==> src/rtl/axi4_lite_slave_ctrl.sv <==
// rtl/axi4_lite_slave_ctrl.sv - AXI4-Lite slave front end producing register-port strobes
// Independent write and read FSMs, one outstanding transaction per direction.
module axi4_lite_slave_ctrl #(
  parameter int ADDR_BITS  = 8,
  parameter int DATA_BITS  = 32,
  parameter int ADDR_LIMIT = 64,
  parameter int RD_LATENCY = 1,
  parameter int STRB_BITS  = DATA_BITS / 8
) (
  input  logic                 clk,
  input  logic                 rst,
  input  logic [ADDR_BITS-1:0] s_axi_awaddr,
  input  logic                 s_axi_awvalid,
  output logic                 s_axi_awready,
  input  logic [DATA_BITS-1:0] s_axi_wdata,
  input  logic [STRB_BITS-1:0] s_axi_wstrb,
  input  logic                 s_axi_wvalid,
  output logic                 s_axi_wready,
  output logic [1:0]           s_axi_bresp,
  output logic                 s_axi_bvalid,
  input  logic                 s_axi_bready,
  input  logic [ADDR_BITS-1:0] s_axi_araddr,
  input  logic                 s_axi_arvalid,
  output logic                 s_axi_arready,
  output logic [DATA_BITS-1:0] s_axi_rdata,
  output logic [1:0]           s_axi_rresp,
  output logic                 s_axi_rvalid,
  input  logic                 s_axi_rready,
  output logic [ADDR_BITS-1:0] wr_addr,
  output logic                 wr_en,
  output logic [DATA_BITS-1:0] wr_data,
  output logic [STRB_BITS-1:0] wr_strb,
  output logic [ADDR_BITS-1:0] rd_addr,
  output logic                 rd_en,
  input  logic [DATA_BITS-1:0] rd_data
);

  localparam int                 LSB_BITS   = $clog2(STRB_BITS);
  localparam logic [ADDR_BITS-1:0] ALIGN_MASK = ~ADDR_BITS'((1 << LSB_BITS) - 1);
  localparam logic [ADDR_BITS:0]   LIMIT      = (ADDR_BITS + 1)'(ADDR_LIMIT);
  localparam logic [2:0]           LAT        = 3'(RD_LATENCY);

  typedef enum logic [1:0] {W_IDLE, W_EXEC, W_RESP} w_state_t;
  typedef enum logic [1:0] {R_IDLE, R_WAIT, R_RESP} r_state_t;

  w_state_t               w_state_q;
  r_state_t               r_state_q;
  logic                   aw_got_q, w_got_q, w_err_q, r_err_q;
  logic [ADDR_BITS-1:0]   wr_addr_q, rd_addr_q;
  logic [DATA_BITS-1:0]   wr_data_q, rdata_q;
  logic [STRB_BITS-1:0]   wr_strb_q;
  logic                   wr_en_q, rd_en_q, bvalid_q, rvalid_q;
  logic [1:0]             bresp_q, rresp_q;
  logic [2:0]             cnt_q;

  logic                   aw_hs, w_hs, ar_hs, wr_ok_d, rd_ok_d;
  logic [ADDR_BITS-1:0]   wr_addr_d, rd_addr_d;

  assign s_axi_awready = (w_state_q == W_IDLE) && !aw_got_q;
  assign s_axi_wready  = (w_state_q == W_IDLE) && !w_got_q;
  assign s_axi_arready = (r_state_q == R_IDLE);

  assign aw_hs = s_axi_awvalid && s_axi_awready;
  assign w_hs  = s_axi_wvalid && s_axi_wready;
  assign ar_hs = s_axi_arvalid && s_axi_arready;

  // Range check uses the address that will be in wr_addr_q once this cycle's AW lands.
  assign wr_addr_d = aw_hs ? (s_axi_awaddr & ALIGN_MASK) : wr_addr_q;
  assign wr_ok_d   = {1'b0, wr_addr_d} < LIMIT;
  assign rd_addr_d = s_axi_araddr & ALIGN_MASK;
  assign rd_ok_d   = {1'b0, rd_addr_d} < LIMIT;

  always_ff @(posedge clk) begin
    if (rst) begin
      w_state_q <= W_IDLE;
      aw_got_q  <= 1'b0;
      w_got_q   <= 1'b0;
      w_err_q   <= 1'b0;
      wr_addr_q <= '0;
      wr_data_q <= '0;
      wr_strb_q <= '0;
      wr_en_q   <= 1'b0;
      bvalid_q  <= 1'b0;
      bresp_q   <= 2'b00;
    end else begin
      case (w_state_q)
        W_IDLE: begin
          if (aw_hs) begin
            wr_addr_q <= wr_addr_d;
            aw_got_q  <= 1'b1;
          end
          if (w_hs) begin
            wr_data_q <= s_axi_wdata;
            wr_strb_q <= s_axi_wstrb;
            w_got_q   <= 1'b1;
          end
          if ((aw_got_q || aw_hs) && (w_got_q || w_hs)) begin
            wr_en_q   <= wr_ok_d;
            w_err_q   <= !wr_ok_d;
            w_state_q <= W_EXEC;
          end
        end
        W_EXEC: begin
          wr_en_q   <= 1'b0;
          aw_got_q  <= 1'b0;
          w_got_q   <= 1'b0;
          bvalid_q  <= 1'b1;
          bresp_q   <= w_err_q ? 2'b10 : 2'b00;
          w_state_q <= W_RESP;
        end
        W_RESP: begin
          if (s_axi_bready) begin
            bvalid_q  <= 1'b0;
            bresp_q   <= 2'b00;
            w_state_q <= W_IDLE;
          end
        end
        default: w_state_q <= W_IDLE;
      endcase
    end
  end

  always_ff @(posedge clk) begin
    if (rst) begin
      r_state_q <= R_IDLE;
      r_err_q   <= 1'b0;
      rd_addr_q <= '0;
      rd_en_q   <= 1'b0;
      cnt_q     <= 3'd0;
      rdata_q   <= '0;
      rresp_q   <= 2'b00;
      rvalid_q  <= 1'b0;
    end else begin
      case (r_state_q)
        R_IDLE: begin
          if (ar_hs) begin
            rd_addr_q <= rd_addr_d;
            rd_en_q   <= rd_ok_d;
            r_err_q   <= !rd_ok_d;
            cnt_q     <= 3'd0;
            r_state_q <= R_WAIT;
          end
        end
        R_WAIT: begin
          rd_en_q <= 1'b0;
          if (r_err_q) begin
            rdata_q   <= '0;
            rresp_q   <= 2'b10;
            rvalid_q  <= 1'b1;
            r_state_q <= R_RESP;
          end else if (cnt_q == LAT) begin
            // cnt_q == 0 is the rd_en cycle, so capture lands RD_LATENCY cycles after it.
            rdata_q   <= rd_data;
            rresp_q   <= 2'b00;
            rvalid_q  <= 1'b1;
            r_state_q <= R_RESP;
          end else begin
            cnt_q <= cnt_q + 3'd1;
          end
        end
        R_RESP: begin
          if (s_axi_rready) begin
            rvalid_q  <= 1'b0;
            rdata_q   <= '0;
            rresp_q   <= 2'b00;
            r_state_q <= R_IDLE;
          end
        end
        default: r_state_q <= R_IDLE;
      endcase
    end
  end

  assign wr_addr      = wr_addr_q;
  assign wr_data      = wr_data_q;
  assign wr_strb      = wr_strb_q;
  assign wr_en        = wr_en_q;
  assign s_axi_bvalid = bvalid_q;
  assign s_axi_bresp  = bresp_q;
  assign rd_addr      = rd_addr_q;
  assign rd_en        = rd_en_q;
  assign s_axi_rdata  = rdata_q;
  assign s_axi_rresp  = rresp_q;
  assign s_axi_rvalid = rvalid_q;

endmodule
==> config.mk <==
export PLATFORM = sky130hd
export DESIGN_NAME = axi4_lite_slave_ctrl
export DESIGN_NICKNAME = d
export VERILOG_FILES = /design/src/rtl/axi4_lite_slave_ctrl.sv
export SDC_FILE = /design/constraint.sdc
export NUM_CORES = 1
export LEC_CHECK = 0
export ABC_CLOCK_PERIOD_IN_PS = 2200
export BUFFER_PORTS_ARGS = -buffer_cell sky130_fd_sc_hd__buf_2
export CELL_PAD_IN_SITES_DETAIL_PLACEMENT = 0
export CELL_PAD_IN_SITES_GLOBAL_PLACEMENT = 1
export CORE_UTILIZATION = 32
export DETAILED_ROUTE_END_ITERATION = 12
export PLACE_DENSITY = 0.8
export REMOVE_ABC_BUFFERS = 1
export SYNTH_ARGS = -nofsm -noshare
export SYNTH_HDL_FRONTEND = slang
export SYNTH_SLANG_ARGS = --single-unit
==> constraint.sdc <==
create_clock -name clk -period 2.2 [get_ports clk]
set_clock_uncertainty 0.05 [all_clocks]
set_input_delay 0.22 -clock clk [delete_from_list [all_inputs] [get_ports clk]]
set_output_delay 0.22 -clock clk [all_outputs]
set_load 0.01 [all_outputs]
# Yosys cells after proc, flatten, opt, wreduce, memory -nomap -nowiden
# Cells that the tools add are included.
totals:
  ff_bits: 101
  in_bits: 91
  out_inout_bits: 95
  wordCells: 102
op_classes:
  addsub: 1
  n_lt_le_gt_ge: 2
  eq_ne: 14
  n_mux: 36
  reduce_logical: 31
op_table:
  columns: ["cell", "count"]
  rows:
  - ["32-bit 2-to-1 mux", 3]
  - ["32-bit one-hot mux with 2 select lines", 1]
  - ["2-bit AND reduction", 10]
  - ["2-bit 2-to-1 mux", 9]
  - ["8-bit by 7-bit less-than comparator with 1-bit output, second input constant", 2]
  - ["2-bit != test, second input constant", 6]
  - ["1-bit one-hot mux with 2 select lines", 6]
  - ["2-bit one-hot mux with 3 select lines", 2]
  - ["3-bit 2-to-1 mux", 3]
  - ["1-bit 2-to-1 mux", 8]
  - ["8-bit 2-to-1 mux", 1]
  - ["2-bit one-hot mux with 2 select lines", 2]
  - ["2-bit nonzero test", 4]
  - ["1-bit logical AND", 6]
  - ["3-bit one-hot mux with 2 select lines", 1]
  - ["3-bit AND reduction", 2]
  - ["2-bit by 1-bit equality test with 1-bit output, second input constant", 2]
  - ["2-bit equality test, second input constant", 2]
  - ["1-bit logical NOT", 4]
  - ["2-bit logical NOT", 2]
  - ["2-bit by 1-bit != test with 1-bit output, second input constant", 2]
  - ["4-bit AND reduction", 1]
  - ["3-bit by 1-bit adder with 3-bit output, second input constant", 1]
  - ["3-bit by 1-bit equality test with 1-bit output, second input constant", 1]
  - ["other kinds (2)", 3]

# Longest topological paths before layout
logic_depth:
  ltp_word: 7
  mapped_depth: 8
  mapped_depth_nobuf: 6

# Least setup slack after synthesis
# Ideal clock, no wire load.
synth_path:
  path_kind: "reg2reg"
  from: "register cnt_q[1]"
  to: "register rdata_q[10] (netlist: s_axi_rdata[10])"
  setup_ns: 0.065
  arrival_time_ns: 1.407
  required_ns: 2.085
  path_slack_ns: 0.678
  path_stages_with_launch: 8
  n_path_buf: 1
  synth_period_minus_slack_ns: 1.522
  path_cell_list: "dfxtp_1 > inv_1 > ha_1 > nor2b_1 > o21ai_2 > clkbuf_1 > a32oi_1 > nor2_1"
synth_via:
  elab_chain_len: 3
synth_lines:
  columns: ["element", "line", "text"]
  rows:
  - ["start: declaration", "54", "logic [2:0] cnt_q;"]
  - ["start signal: assignment", "158", "cnt_q <= cnt_q + 3'd1;"]
  - ["3-bit by 1-bit equality test with 1-bit output", "151", "end else if (cnt_q == LAT) begin"]
  - ["3-bit != test (no line)", null, null]
  - ["3-bit AND reduction (no line)", null, null]
  - ["end signal: assignment", "153", "rdata_q <= rd_data;"]
  - ["end: declaration", "50", "logic [DATA_BITS-1:0] wr_data_q, rdata_q;"]
# Every way passes these cells.
# A chain may end at the register's enable or synchronous reset.

# Worst setup path after layout
layout_path:
  from: "register cnt_q[0]"
  to: "register rdata_q[20] (netlist: s_axi_rdata[20])"
# The elaborated chain is that of the path after synthesis.

==> PnR_summary.wiki <==
{| class="wikitable"
! Metric !! Value
|-
| Height of the chip || 108 um
|-
| Category of the worst setup path capture point || register
|-
| Count of warnings emitted by yosys || 0
|-
| Commonest cells after routing, fill and taps aside || sky130_fd_sc_hd__buf_2, sky130_fd_sc_hd__dfxtp_1, sky130_fd_sc_hd__nand2_1
|-
| Setup crit start kind || register
|-
| Number of I/O pins || 186
|-
| Number of cells on the critical path || 6
|-
| Time the worst path needs with I/O delays and setup || 1770 ps
|-
| Layout overhead on the synthesized area || 34.9%
|-
| Worst Setup Path Type || register to register
|-
| Crit path max fanout || 23
|-
| Post-synthesis register bit count || 97
|-
| Dominant register cell in the synthesized netlist || sky130_fd_sc_hd__dfxtp_1
|-
| Root Driver || sky130_fd_sc_hd__clkbuf_8
|-
| TritonCTS clock tree || done
|-
| Share of Yosys cell area claimed by the top area cell type || 54.1%
|-
| Smallest setup slack after layout || 429 ps
|-
| Async S/R FF share, synth || 0%
|-
| Run status || finished, final reports clean
|-
| Avg WL per Cell || 12.8 um
|-
| Number of nets with antenna violations after detailed routing || 0
|-
| End point of the most critical hold path || s_axi_rdata[12]
|-
| Post-detailed-route DRC marker count || 0
|-
| Average footprint of a synthesized cell || 8.77 um2
|-
| Startpoint of the worst register-to-register path || cnt_q[0]
|-
| Post-DP HPWL || 6450 um
|-
| Final-report max-slew violation count || 0
|-
| Final weighted congestion of routability-driven global placement || 0.782
|-
| CTS HTree Levels || 3
|-
| Master of the slowest instance on the critical path || sky130_fd_sc_hd__and2_1
|-
| Number of antenna violations at the first check in global routing || 0
|-
| Register-to-register setup slack || 430 ps
|-
| Number of hold-slack violations in the final timing report || 0
|-
| Endpoint arrival time on the critical path || 2020 ps
|-
| Number of instances on the worst hold path || 3
|-
| Sum of negative setup slack || 0 ps
|-
| Sum of overflow across all layers after global routing || 0
|-
| Distinct cells, synth || 36
|-
| Relative max-transition margin || 55.2%
|-
| Worst stage delay on the critical path || 430 ps
|-
| Power Dens Cells || 761 nW/um2
|-
| Clock Latency Late Sink || 360 ps
|-
| Sum of routed wire length over all layers || 9280 um
|-
| Most common library cell in the layout ignoring fill and taps || sky130_fd_sc_hd__buf_2
|-
| Cell depth of the worst flop-to-flop path || 6
|-
| Cell types occupying the most area after synthesis || sky130_fd_sc_hd__dfxtp_1, sky130_fd_sc_hd__nand2_1, sky130_fd_sc_hd__a32oi_1
|-
| Number of vias after detailed routing || 3467
|-
| Sum of buffers and inverters on the critical path || 1
|-
| Gr usage total || 15.9%
|-
| Number of placement rows || 38
|-
| Number of buffers inserted during clock tree synthesis || 9
|-
| DR vias/cell || 4.78
|-
| DIE AREA || 11600 um2
|-
| Origin of the worst min-delay path || rd_data[12]
|-
| Ratio of cells with drive above 1 in the final layout || 34.9%
|-
| Count of filler cells inserted in the layout || 1107
|-
| Nets || 673
|-
| Slew of the pin with the lowest slew margin || 670 ps
|-
| Number of enable flip-flop cells after synthesis || 0
|-
| Post-placement worst setup slack || 462 ps
|-
| Post_cts resized || 0
|-
| Count of endpoints failing setup in the final report || 0
|-
| Number of maximum-capacitance constraint violations || 0
|-
| Number of global-route vias before repair || 3010
|-
| Tcrit/Tclk final || 80.5%
|-
| Core Region || 10900 um2
|-
| Port bufs || 175
|-
| Antenna diode instance count || 0
|-
| Cell taking the most area after synthesis || sky130_fd_sc_hd__dfxtp_1
|-
| Instance count of the mapped netlist || 409
|-
| Number of clock sinks || 97
|-
| CTS clk-pin slew, worst paths || 90 ps
|-
| Path class of the lowest-slack min-delay path || primary input to register
|-
| Unrepaired setup endpoints after global routing || false
|-
| Chip Width || 108 um
|-
| Reg2reg end || s_axi_rdata[20]
|-
| LEAKAGE || 2.24 nW
|-
| Critical-path cell list || ha_1 > nor2b_1 > and2_1 > buf_12 > a32oi_1 > nor2_1
|-
| Netlist area before placement || 3590 um2
|-
| First-pass iteration count of the detailed router || 4
|-
| Kind of cell adding the most delay to the critical path || simple AND/OR/NAND/NOR gates
|-
| Initial Utilization || 33.0%
|-
| Top achievable clock speed || 565 MHz
|-
| Required time of the critical path || 2450 ps
|-
| Wire length of the first global-routing pass || 14300 um
|-
| Pin count of the biggest net entering global routing || 53
|-
| Clock buffer depth || 2
|-
| Worst vdd rail ir drop || 0.326 mV
|-
| Number of DRC markers in iteration 0 || 216
|-
| Register area share after synthesis || 54.1%
|}
[cells by family (layout without fill, tap and decap cells)]
family | after synthesis | count (layout) | share of synthesized area, %
and+or+nand+nor | 170 | 170 | 20.0
adders and majority gates | 2 | 2 | 0.697
DFF | 97 | 97 | 54.1
other | 1 | 6 | 0.105
xor gates and xnor gates | 1 | 1 | 0.244
muxes | 8 | 8 | 2.30
buffers and inverters | 40 | 211 | 5.89
AOI/OAI and AO/OA | 90 | 90 | 16.6
[stage by stage]
stage	instances	instance area, um2	total power, mW	hold WS, ps	utilization [%]
final	725	4840	3.68	27.0	44.5
after global routing	725	4840	3.89	12.2	44.5
after CTS	725	4840	3.74	1.10	44.5
after detailed placement	700	4540	2.50	394	41.7
after global placement	700	4540	2.48	388	41.7
after floorplan	377	3410	2.22	239	-
[synthesized netlist by cell type, types with 2 or more instances]
master / instances
sky130_fd_sc_hd__nor3_1: 5
sky130_fd_sc_hd__buf_4: 8
sky130_fd_sc_hd__nand2b_1: 5
sky130_fd_sc_hd__inv_1: 2
sky130_fd_sc_hd__buf_1: 4
sky130_fd_sc_hd__or3b_1: 2
sky130_fd_sc_hd__a21oi_1: 52
sky130_fd_sc_hd__ha_1: 2
sky130_fd_sc_hd__buf_2: 7
sky130_fd_sc_hd__a32oi_1: 33
sky130_fd_sc_hd__nor2b_1: 2
sky130_fd_sc_hd__nor2_1: 53
sky130_fd_sc_hd__and2_1: 2
sky130_fd_sc_hd__dfxtp_1: 97
sky130_fd_sc_hd__mux2i_1: 6
sky130_fd_sc_hd__mux2_1: 2
sky130_fd_sc_hd__buf_6: 3
sky130_fd_sc_hd__clkbuf_1: 15
sky130_fd_sc_hd__nand2_1: 92
[flip-flops by register name, summed over array words and instances (netlist names), 2 cells and up]
signal       flops
s_axi_rdata     32
wr_data         32
rd_addr          6
wr_addr          6
wr_strb          4
cnt_q            3
r_state_q        2
w_state_q        2
[layer usage]
metal | track usage (%) | vias to the layer above | part of all wire [%]
li1 | - | 1729 | -
met3 | 4.66 | 12 | 7.3
met5 | 0 | - | 0
met1 | 19.6 | 1604 | 46
met4 | 7.34 | 0 | 1.6
met2 | 25.2 | 122 | 46
[how the worst max path moves through the flow]
stage / startpoint / to / slack, ps
after detailed placement: cnt_q[0] / s_axi_rdata[28] / 460
after global routing: cnt_q[0] / s_axi_rdata[20] / 270
final: cnt_q[0] / s_axi_rdata[20] / 430
after floorplan: cnt_q[1] / s_axi_rdata[0] / 400
after CTS: cnt_q[0] / s_axi_rdata[28] / 440
after global placement: cnt_q[0] / s_axi_rdata[0] / 540
[power breakdown]
group          switching, mW  total, mW  internal, mW
sequential            0.0625       1.92          1.85
combinational          0.312      0.549         0.237
clock                  0.599       1.22         0.619
total                  0.973       3.68          2.71
[worst reg2reg max path, stage by stage, from the launching register on]
cell                      delay, ps
sky130_fd_sc_hd__dfxtp_1        380
sky130_fd_sc_hd__ha_1           190
sky130_fd_sc_hd__nor2b_1        210
sky130_fd_sc_hd__and2_1         430
sky130_fd_sc_hd__buf_12         220
sky130_fd_sc_hd__a32oi_1         80
sky130_fd_sc_hd__nor2_1         140
[timing repair]
| item | CTS | global route |
|---|---|---|
| hold buffers | 9 | 0 |
| buffers inserted | 0 | 0 |
| endpoints found under the setup margin | 0 | 0 |
| endpoints found under the hold margin | 9 | 0 |
[final cells by class]
cell class                 count  area, um2  area share (%)
clock inverter                 2       35.0           0.724
timing repair buffer         192       1050            21.7
multi-input combinational    277       1450            30.0
clock buffer                  14        173            3.57
sequential                    97       1940            40.1
tap                          140        175            3.62
inverter                       3       11.3           0.233
No activity file was read; power rests on OpenSTA's default activity.
